<file path="src/rtl/nzcv_cond_eval.sv">
// NZCV flags register plus ARM condition evaluator; 1-cycle result in a one-entry valid/ready register, stalls when full and not drained.
// Optional NZCV_FLAG_BYPASS_EN: an evaluation accepted alongside a flag write sees the incoming flags.
module nzcv_cond_eval #(
  parameter int CNT_W = 16
) (
  input  logic             clk,
  input  logic             rst_n,
  input  logic             flag_we,
  input  logic             n_in,
  input  logic             z_in,
  input  logic             c_in,
  input  logic             v_in,
  input  logic             cond_valid,
  input  logic [3:0]       cond,
  output logic             cond_ready,
  output logic             pass_valid,
  output logic             pass,
  input  logic             pass_ready,
  output logic             n,
  output logic             z,
  output logic             c,
  output logic             v,
  output logic [CNT_W-1:0] pass_cnt
);

  logic accept;
  logic consume;
  logic eval_n, eval_z, eval_c, eval_v;
  logic eval_pass;

  function automatic logic cond_table(input logic [3:0] cc, input logic fn, input logic fz,
                                      input logic fc, input logic fv);
    logic res;
    res = 1'b1;
    case (cc)
      4'd0:  res = fz;
      4'd1:  res = ~fz;
      4'd2:  res = fc;
      4'd3:  res = ~fc;
      4'd4:  res = fn;
      4'd5:  res = ~fn;
      4'd6:  res = fv;
      4'd7:  res = ~fv;
      4'd8:  res = fc & ~fz;
      4'd9:  res = ~fc | fz;
      4'd10: res = (fn == fv);
      4'd11: res = (fn != fv);
      4'd12: res = ~fz & (fn == fv);
      4'd13: res = fz | (fn != fv);
      default: res = 1'b1;
    endcase
    return res;
  endfunction

  assign cond_ready = ~pass_valid | pass_ready;
  assign accept     = cond_valid & cond_ready;
  assign consume    = pass_valid & pass_ready;

`ifdef NZCV_FLAG_BYPASS_EN
  assign eval_n = flag_we ? n_in : n;
  assign eval_z = flag_we ? z_in : z;
  assign eval_c = flag_we ? c_in : c;
  assign eval_v = flag_we ? v_in : v;
`else
  assign eval_n = n;
  assign eval_z = z;
  assign eval_c = c;
  assign eval_v = v;
`endif

  // Masked with accept so an idle or X cond never reaches the result register.
  assign eval_pass = accept & cond_table(cond, eval_n, eval_z, eval_c, eval_v);

  always_ff @(posedge clk or negedge rst_n) begin
    if (!rst_n) begin
      n <= 1'b0;
      z <= 1'b0;
      c <= 1'b0;
      v <= 1'b0;
    end else if (flag_we) begin
      n <= n_in;
      z <= z_in;
      c <= c_in;
      v <= v_in;
    end
  end

  always_ff @(posedge clk or negedge rst_n) begin
    if (!rst_n) begin
      pass_valid <= 1'b0;
      pass       <= 1'b0;
    end else if (accept) begin
      pass_valid <= 1'b1;
      pass       <= eval_pass;
    end else if (consume) begin
      pass_valid <= 1'b0;
    end
  end

  always_ff @(posedge clk or negedge rst_n) begin
    if (!rst_n) begin
      pass_cnt <= '0;
    end else if (consume && pass && (pass_cnt != {CNT_W{1'b1}})) begin
      pass_cnt <= pass_cnt + {{(CNT_W-1){1'b0}}, 1'b1};
    end
  end

endmodule
</file>
<file path="config.mk">
export PLATFORM = sky130hd
export DESIGN_NAME = nzcv_cond_eval
export DESIGN_NICKNAME = d
export VERILOG_FILES = /design/src/rtl/nzcv_cond_eval.sv
export SDC_FILE = /design/constraint.sdc
export NUM_CORES = 1
export LEC_CHECK = 0
export BUFFER_PORTS_ARGS = -buffer_cell sky130_fd_sc_hd__clkbuf_2
export CAP_MARGIN = 15
export CORE_ASPECT_RATIO = 1.5
export CORE_MARGIN = 2
export CORE_UTILIZATION = 53
export CTS_CLUSTER_DIAMETER = 150
export CTS_CLUSTER_SIZE = 24
export DETAILED_ROUTE_END_ITERATION = 6
export PLACE_DENSITY = 0.83
export RECOVER_POWER = 100
export SYNTH_ARGS = -nofsm -noshare
export SYNTH_HDL_FRONTEND = slang
export SYNTH_SLANG_ARGS = --single-unit
</file>
<file path="constraint.sdc">
create_clock -name clk -period 3.5 [get_ports clk]
set_input_delay 0.525 -clock clk [delete_from_list [all_inputs] [get_ports clk]]
set_output_delay 0.525 -clock clk [all_outputs]
set_load 0.02 [all_outputs]
</file>
==> results.md, run 1 <==
## Final layout
- total inserted antenna cells: 0
- area of the multi-input gates: 537 µm²
- Nets: 151
- Layout Area Growth over Synthesis: 16.8%
- filler instances: 181
- share of final-layout standard cells stronger than drive strength 1: 17.6%
- final cell count without fillers: 158
- FF/Latch Area: 551 µm²

## Run
- maximum capacitance violations: 0

## Routing
- total routed wirelength: 2330 µm
- DR DRC count: 0
- detailed-route via count: 942
- Antenna Violating Nets Remaining: 0
- drt pass-1 iters: 4
- average routed wire per standard cell: 14.7 µm
- drt first-iter violations: 33
- via/cell ratio: 5.96

## Synthesis
- most numerous cell in the Yosys netlist: sky130_fd_sc_hd__dfrtp_1
- Post-Syn Nets: 111
- share of synthesized flip-flops with an asynchronous set or reset: 100%
- number of warning messages in the yosys log: 0
- post-synthesis register bit count: 22
- cells after synthesis: 97
- register area share after synthesis: 48.6%
- top cells by instance count after synthesis: sky130_fd_sc_hd__dfrtp_1, sky130_fd_sc_hd__xnor2_1, sky130_fd_sc_hd__nand2_1
- cell taking the most area after synthesis: sky130_fd_sc_hd__dfrtp_1
- mean instance size in the synthesized netlist: 11.7 µm²
- post-synth top area share: 48.6%
- synthesized area: 0.00113 mm²
- top post-synthesis cells by area: sky130_fd_sc_hd__dfrtp_1, sky130_fd_sc_hd__xnor2_1, sky130_fd_sc_hd__mux2_2
- most used flip-flop cell after synthesis: sky130_fd_sc_hd__dfrtp_1
- library cells used by synthesis: 31
- number of synthesized flops with an enable pin: 0

## Clocking
- total clock buffers created by CTS: 3
- cts repair resizes: 0
- number of hold buffers added after CTS: 0
- post-CTS setup buffer count: 0
- clock edge transition at the registers on the reported setup and hold paths: 0.12 ns
- TritonCTS clock tree: done
- latest clock arrival within the worst-skew pair: 0.31 ns
- total number of H-tree levels: 1
- total number of clock tree sinks: 22
- buffer levels on the longest clock path: 2
- root buffer cell: sky130_fd_sc_hd__clkbuf_4

## Floorplanning
- CORE AREA: 0.00203 mm²
- Die Height: 60.6 µm
- chip width: 41.8 µm
- die area: 0.00253 mm²
- number of primary I/O pins: 36
- number of cell rows: 20
- starting density of the core: 55.9%

## STA
- Final Max Tran Viols: 0
- Relative slew margins: 26.2%
- final setup TNS: 0 ns
- fin crit period: 2.01 ns
- final worst clock skew: 0.00913 ns
- Highest Clock Rate: 498 MHz
- final hold vios: 0
- Period Utilization, post-route: 57.4%
- slew at the pin closest to its max-slew limit: 1.11 ns
- total setup violations reported at the end of the flow: 0
- setup repair after global routing missed its margin: false

## Critical path
- cells along the critical path: ha_1, nand4_1, nor3_1, a21boi_0, mux2_2
- slowest cell on the critical path: sky130_fd_sc_hd__a21boi_0
- crit start category: flip-flop
- crit path DAT: 2.21 ns
- total buffers and inverters traversed by the critical path: 0
- Top Family by Delay on Critical Path: compound AO/OA/AOI/OAI gates
- worst-path maximum fanout: 5
- Critical Setup Path Class: reg2reg
- capturing element type of the critical path: flip-flop
- Largest stage delay, worst path: 0.56 ns
- data required time of the critical path: 3.71 ns

## Hold path
- type of the worst min-delay path: in2async

## GRT
- largest net degree at the start of global routing: 23
- number of global-route vias before repair: 896
- total global routing track utilization: 21.3%
- antenna violations before repair: 0
- first-pass GRT wire length: 4090 µm
- total gr overflow: 0

## Placed design
- Placed Instances: 154
- Final Wtd Congestion: 0.800
- placed wire-length estimate: 1810 µm
- number of port buffers: 35

## Run status
- run status: finished, final reports clean

## Pwr
- combinational share of power: 23.2%
- Clk network pwr share: 27.9%
- power per cell area: 522 mW/mm²
- switching power as a share of total power: 32.6%
- power share of the sequential group: 48.9%
- P_sw: 0.000225 W
- VDD IR max: 0.370 mV
- total leakage power: 0.580 nW
- internal power: 0.000465 W

[routing by layer]
metal  vias to the layer above  track usage, %  part of all wire, %
met5                         -               0                    0
met4                         0            11.5                  2.7
met3                         6            2.08                  4.7
met2                        40            38.8                   52
met1                       466            24.8                   40
li1                        430               -                    -
[worst register-to-register path: stages (launching register included)]
cell	delay, ns
sky130_fd_sc_hd__dfrtp_1	0.46
sky130_fd_sc_hd__ha_1	0.27
sky130_fd_sc_hd__nand4_1	0.12
sky130_fd_sc_hd__nor3_1	0.09
sky130_fd_sc_hd__a21boi_0	0.56
sky130_fd_sc_hd__mux2_2	0.41
[power by group through the flow]
stage,logic (W),clock network [W],registers [W]
6_report,0.000160,0.000193,0.000338
5_1_grt,0.000173,0.000206,0.000344
2_1_floorplan,0.0000624,0,0.000373
4_1_cts,0.000172,0.000196,0.000336
3_3_place_gp,0.000160,0,0.000334
3_5_place_dp,0.000172,0,0.000338
[flip-flops by register name, indices dropped and copies added (netlist names)]
signal      cells
pass_cnt       16
c               1
n               1
pass            1
pass_valid      1
v               1
z               1
[metrics by stage]
stage / instance area, µm² / power [W] / utilization (%) / worst slack, ns / hold slack [ns]
4_1_cts: 1390 / 0.000704 / 68.5 / 1.76 / 0.167
2_1_floorplan: 1130 / 0.000435 / - / 1.78 / 0.229
6_report: 1320 / 0.000691 / 65.3 / 1.49 / 0.383
3_5_place_dp: 1340 / 0.000510 / 65.9 / 1.70 / 0.490
5_1_grt: 1320 / 0.000724 / 65.3 / 1.36 / 0.436
3_3_place_gp: 1340 / 0.000494 / 65.9 / 1.81 / 0.484
[logic make-up (layout without fill, tap and decap cells)]
kind of cell | after synthesis | count (layout) | synth area share [%]
AND/OR/NAND/NOR | 37 | 37 | 22.4
AO/OA/AOI/OAI | 9 | 9 | 5.96
flip-flops | 22 | 22 | 48.6
multiplexers | 9 | 9 | 8.61
adder cells (fa/ha/maj) | 1 | 1 | 1.10
XOR/XNOR | 16 | 16 | 12.4
buffers and inverters | 3 | 42 | 0.993
[cell type report]
cell class / instances / area share [%]
repair buffers: 35 / 11.0
well taps: 22 / 2.08
clock inverters: 1 / 2.27
multi-input cells: 72 / 40.5
clock buffers: 3 / 1.70
inverters: 3 / 0.851
flip-flops and latches: 22 / 41.6
[worst paths after layout]
kind	slack, ns	cells past startpoint	to	startpoint
min reg2reg	0.50	1	pass_cnt[15]	pass_cnt[15]
min	0.38	1	pass_cnt[9]	rst_n
max reg2reg	1.49	5	pass_cnt[1]	pass_cnt[0]
min in group clk	0.42	2	pass_valid	cond_valid
max	1.49	5	pass_cnt[1]	pass_cnt[0]
max in group asynchronous	2.45	1	pass_cnt[15]	rst_n
[placed cells by master, fill, tap and decap left out, types with 2 or more instances in the layout]
cell type and count:
sky130_fd_sc_hd__clkbuf_2 11, sky130_fd_sc_hd__clkbuf_1 24, sky130_fd_sc_hd__a21oi_1 3, sky130_fd_sc_hd__inv_1 3, sky130_fd_sc_hd__or4_1 2, sky130_fd_sc_hd__nand4_1 5, sky130_fd_sc_hd__dfrtp_1 22, sky130_fd_sc_hd__nand3_1 6
sky130_fd_sc_hd__mux2_2 5, sky130_fd_sc_hd__nor2_1 3, sky130_fd_sc_hd__nand2_1 9, sky130_fd_sc_hd__mux2i_1 3, sky130_fd_sc_hd__xor2_1 3, sky130_fd_sc_hd__xnor2_1 13, sky130_fd_sc_hd__clkbuf_4 3, sky130_fd_sc_hd__nand2b_1 3
No activity file was read; power rests on OpenSTA's default activity.
==> inputs of run 2 (changes only) <==
--- a/config.mk
+++ b/config.mk
@@ -9,11 +9,11 @@
 export CAP_MARGIN = 15
 export CORE_ASPECT_RATIO = 1.5
 export CORE_MARGIN = 2
-export CORE_UTILIZATION = 53
+export CORE_UTILIZATION = 44
 export CTS_CLUSTER_DIAMETER = 150
 export CTS_CLUSTER_SIZE = 24
 export DETAILED_ROUTE_END_ITERATION = 6
-export PLACE_DENSITY = 0.83
+export PLACE_DENSITY = 0.73
 export RECOVER_POWER = 100
 export SYNTH_ARGS = -nofsm -noshare
 export SYNTH_HDL_FRONTEND = slang
==> constraint.sdc (replaced) <==
create_clock -name clk -period 1.75 [get_ports clk]
set_input_delay 0.2625 -clock clk [delete_from_list [all_inputs] [get_ports clk]]
set_output_delay 0.2625 -clock clk [all_outputs]
set_load 0.02 [all_outputs]
==> run 2 against run 1 <==
Sequential power up 95%. Sequential cell count unchanged. Die area up 19%. Utilization down 10 points. Count of clock-buffer cells in the layout unchanged. Non-clock buffer count up 3. Critical path type unchanged. Largest power group unchanged.
==> results.md, run 2 (synthesis gave the netlist of run 1 again) <==
## Run status
- run status: finished, final reports clean

## Routing
- Antenna Violating Nets Remaining: 0
- average routed wire per standard cell: 14.0 µm
- DR DRC count: 0
- total routed wirelength: 2270 µm
- drt pass-1 iters: 4
- drt first-iter violations: 13
- via/cell ratio: 5.52
- detailed-route via count: 894

## Clocking
- latest clock arrival within the worst-skew pair: 0.30 ns
- total clock buffers created by CTS: 3
- buffer levels on the longest clock path: 2
- post-CTS setup buffer count: 0
- clock edge transition at the registers on the reported setup and hold paths: 0.11 ns
- root buffer cell: sky130_fd_sc_hd__clkbuf_4
- total number of clock tree sinks: 22
- TritonCTS clock tree: done
- total number of H-tree levels: 1

## Placed design
- placed wire-length estimate: 1770 µm
- number of port buffers: 35
- Final Wtd Congestion: 0.757

## STA
- fin crit period: 1.65 ns
- final worst clock skew: 0.000463 ns
- final setup TNS: 0 ns
- Relative slew margins: 21.0%
- setup repair after global routing missed its margin: false
- Highest Clock Rate: 605 MHz
- final hold vios: 0
- Period Utilization, post-route: 94.5%
- slew at the pin closest to its max-slew limit: 1.18 ns
- Final Max Tran Viols: 0
- total setup violations reported at the end of the flow: 0

## Final layout
- number of flip-flops under the largest register name: 16
- share of final-layout standard cells stronger than drive strength 1: 20.3%
- Layout Area Growth over Synthesis: 19.0%
- commonest non-fill, non-tap cell in the layout: sky130_fd_sc_hd__clkbuf_1
- filler instances: 240
- register bank with the most flops: pass_cnt
- Nets: 154
- commonest cells after routing, fill and taps aside: sky130_fd_sc_hd__clkbuf_1, sky130_fd_sc_hd__dfrtp_1, sky130_fd_sc_hd__xnor2_1
- total inserted antenna cells: 0

## Pwr
- power per cell area: 905 mW/mm²
- Final Total Pwr: 0.00122 W
- total leakage power: 0.583 nW
- VDD IR max: 0.656 mV

## Floorplanning
- Die Height: 66.2 µm
- die area: 0.00301 mm²
- starting density of the core: 46.3%
- number of cell rows: 22
- chip width: 45.4 µm
- CORE AREA: 0.00245 mm²
- number of primary I/O pins: 36

## Critical path
- Critical Setup Path Class: reg2reg
- capturing element type of the critical path: flip-flop
- Critical R2R Launch: pass_cnt[1]
- total buffers and inverters traversed by the critical path: 0
- slowest cell on the critical path: sky130_fd_sc_hd__dfrtp_1
- worst reg2reg endpoint: pass_cnt[1]
- cells along the critical path: ha_1, nand4_1, nor3_2, a21boi_2, mux2_2
- Top Family by Delay on Critical Path: simple AND/OR/NAND/NOR gates
- data required time of the critical path: 1.95 ns
- worst-case register-to-register setup slack: 0.1 ns
- Largest stage delay, worst path: 0.41 ns
- worst-path maximum fanout: 5
- crit start category: flip-flop
- r2r worst-path depth: 5
- crit path DAT: 1.85 ns

## GRT
- total gr overflow: 0
- first-pass GRT wire length: 3670 µm
- antenna violations before repair: 0
- number of global-route vias before repair: 900
- total global routing track utilization: 16.9%
- largest net degree at the start of global routing: 23

## Run
- maximum capacitance violations: 0

## Hold path
- cell count of the worst hold path: 2
- source of the worst hold timing path: cond_valid
- endpoint of the worst hold path: pass_valid
- type of the worst min-delay path: in2reg

[run 2: changes by cell type in the layout (fill, tap and decap cells not counted), sizes merged]
cell | before | now
bufinv | 1 | 0
dlygate4sd3 | 0 | 1
buf | 0 | 2
[run 2: per-layer routing]
layer / global-route usage, % / wire length, µm / vias up
li1: - / - / 434
met1: 18.1 / 883 / 429
met3: 1.64 / 86 / 4
met5: 0 / 0 / -
met4: 9.93 / 53 / 0
met2: 30.3 / 1240 / 27
[run 2: final cells by class]
class                           count  area, µm²  area share (%)
Multi-Input combinational cell     72        564            41.8
Sequential cell                    22        551            40.8
Timing Repair Buffer               38        170            12.6
Tap cell                           24       30.0            2.23
Clock buffer                        3       22.5            1.67
Inverter                            3       11.3           0.835
[run 2: worst max path at each step]
stage	start	to	slack, ns	cells past startpoint
global route	pass_cnt[1]	pass_cnt[7]	0.01	6
CTS	pass_cnt[1]	pass_cnt[14]	0.09	6
finish	pass_cnt[1]	pass_cnt[1]	0.1	5
floorplan	pass_cnt[0]	pass_cnt[14]	0.03	6
global placement	pass_cnt[1]	pass_cnt[14]	0.16	6
detailed placement	pass_cnt[1]	pass_cnt[14]	0.12	6
[run 2: per-stage QoR]
stage,cells,utilization (%),hold WS (ns),setup WS [ns],area [µm²]
floorplan,97,-,-0.0331,0.0290,1130
global placement,158,55.3,0.265,0.163,1350
detailed placement,158,55.3,0.282,0.122,1350
CTS,162,56.6,0.172,0.0893,1390
global route,162,55.1,0.175,0.0113,1350
finish,162,55.1,0.175,0.0959,1350
[run 2: power by group]
part,internal [W],leakage (nW),switching [W]
sequential,0.000577,0.286,0.0000818
clock,0.0000803,0.0138,0.000139
combinational,0.000136,0.283,0.000207
total,0.000793,0.583,0.000427
[run 2: repair_timing]
action                                  CTS  global route
endpoints found under the setup margin    0             0
hold buffers                              1             0
hold endpoints to repair                 22             0
resized for setup                         0             0
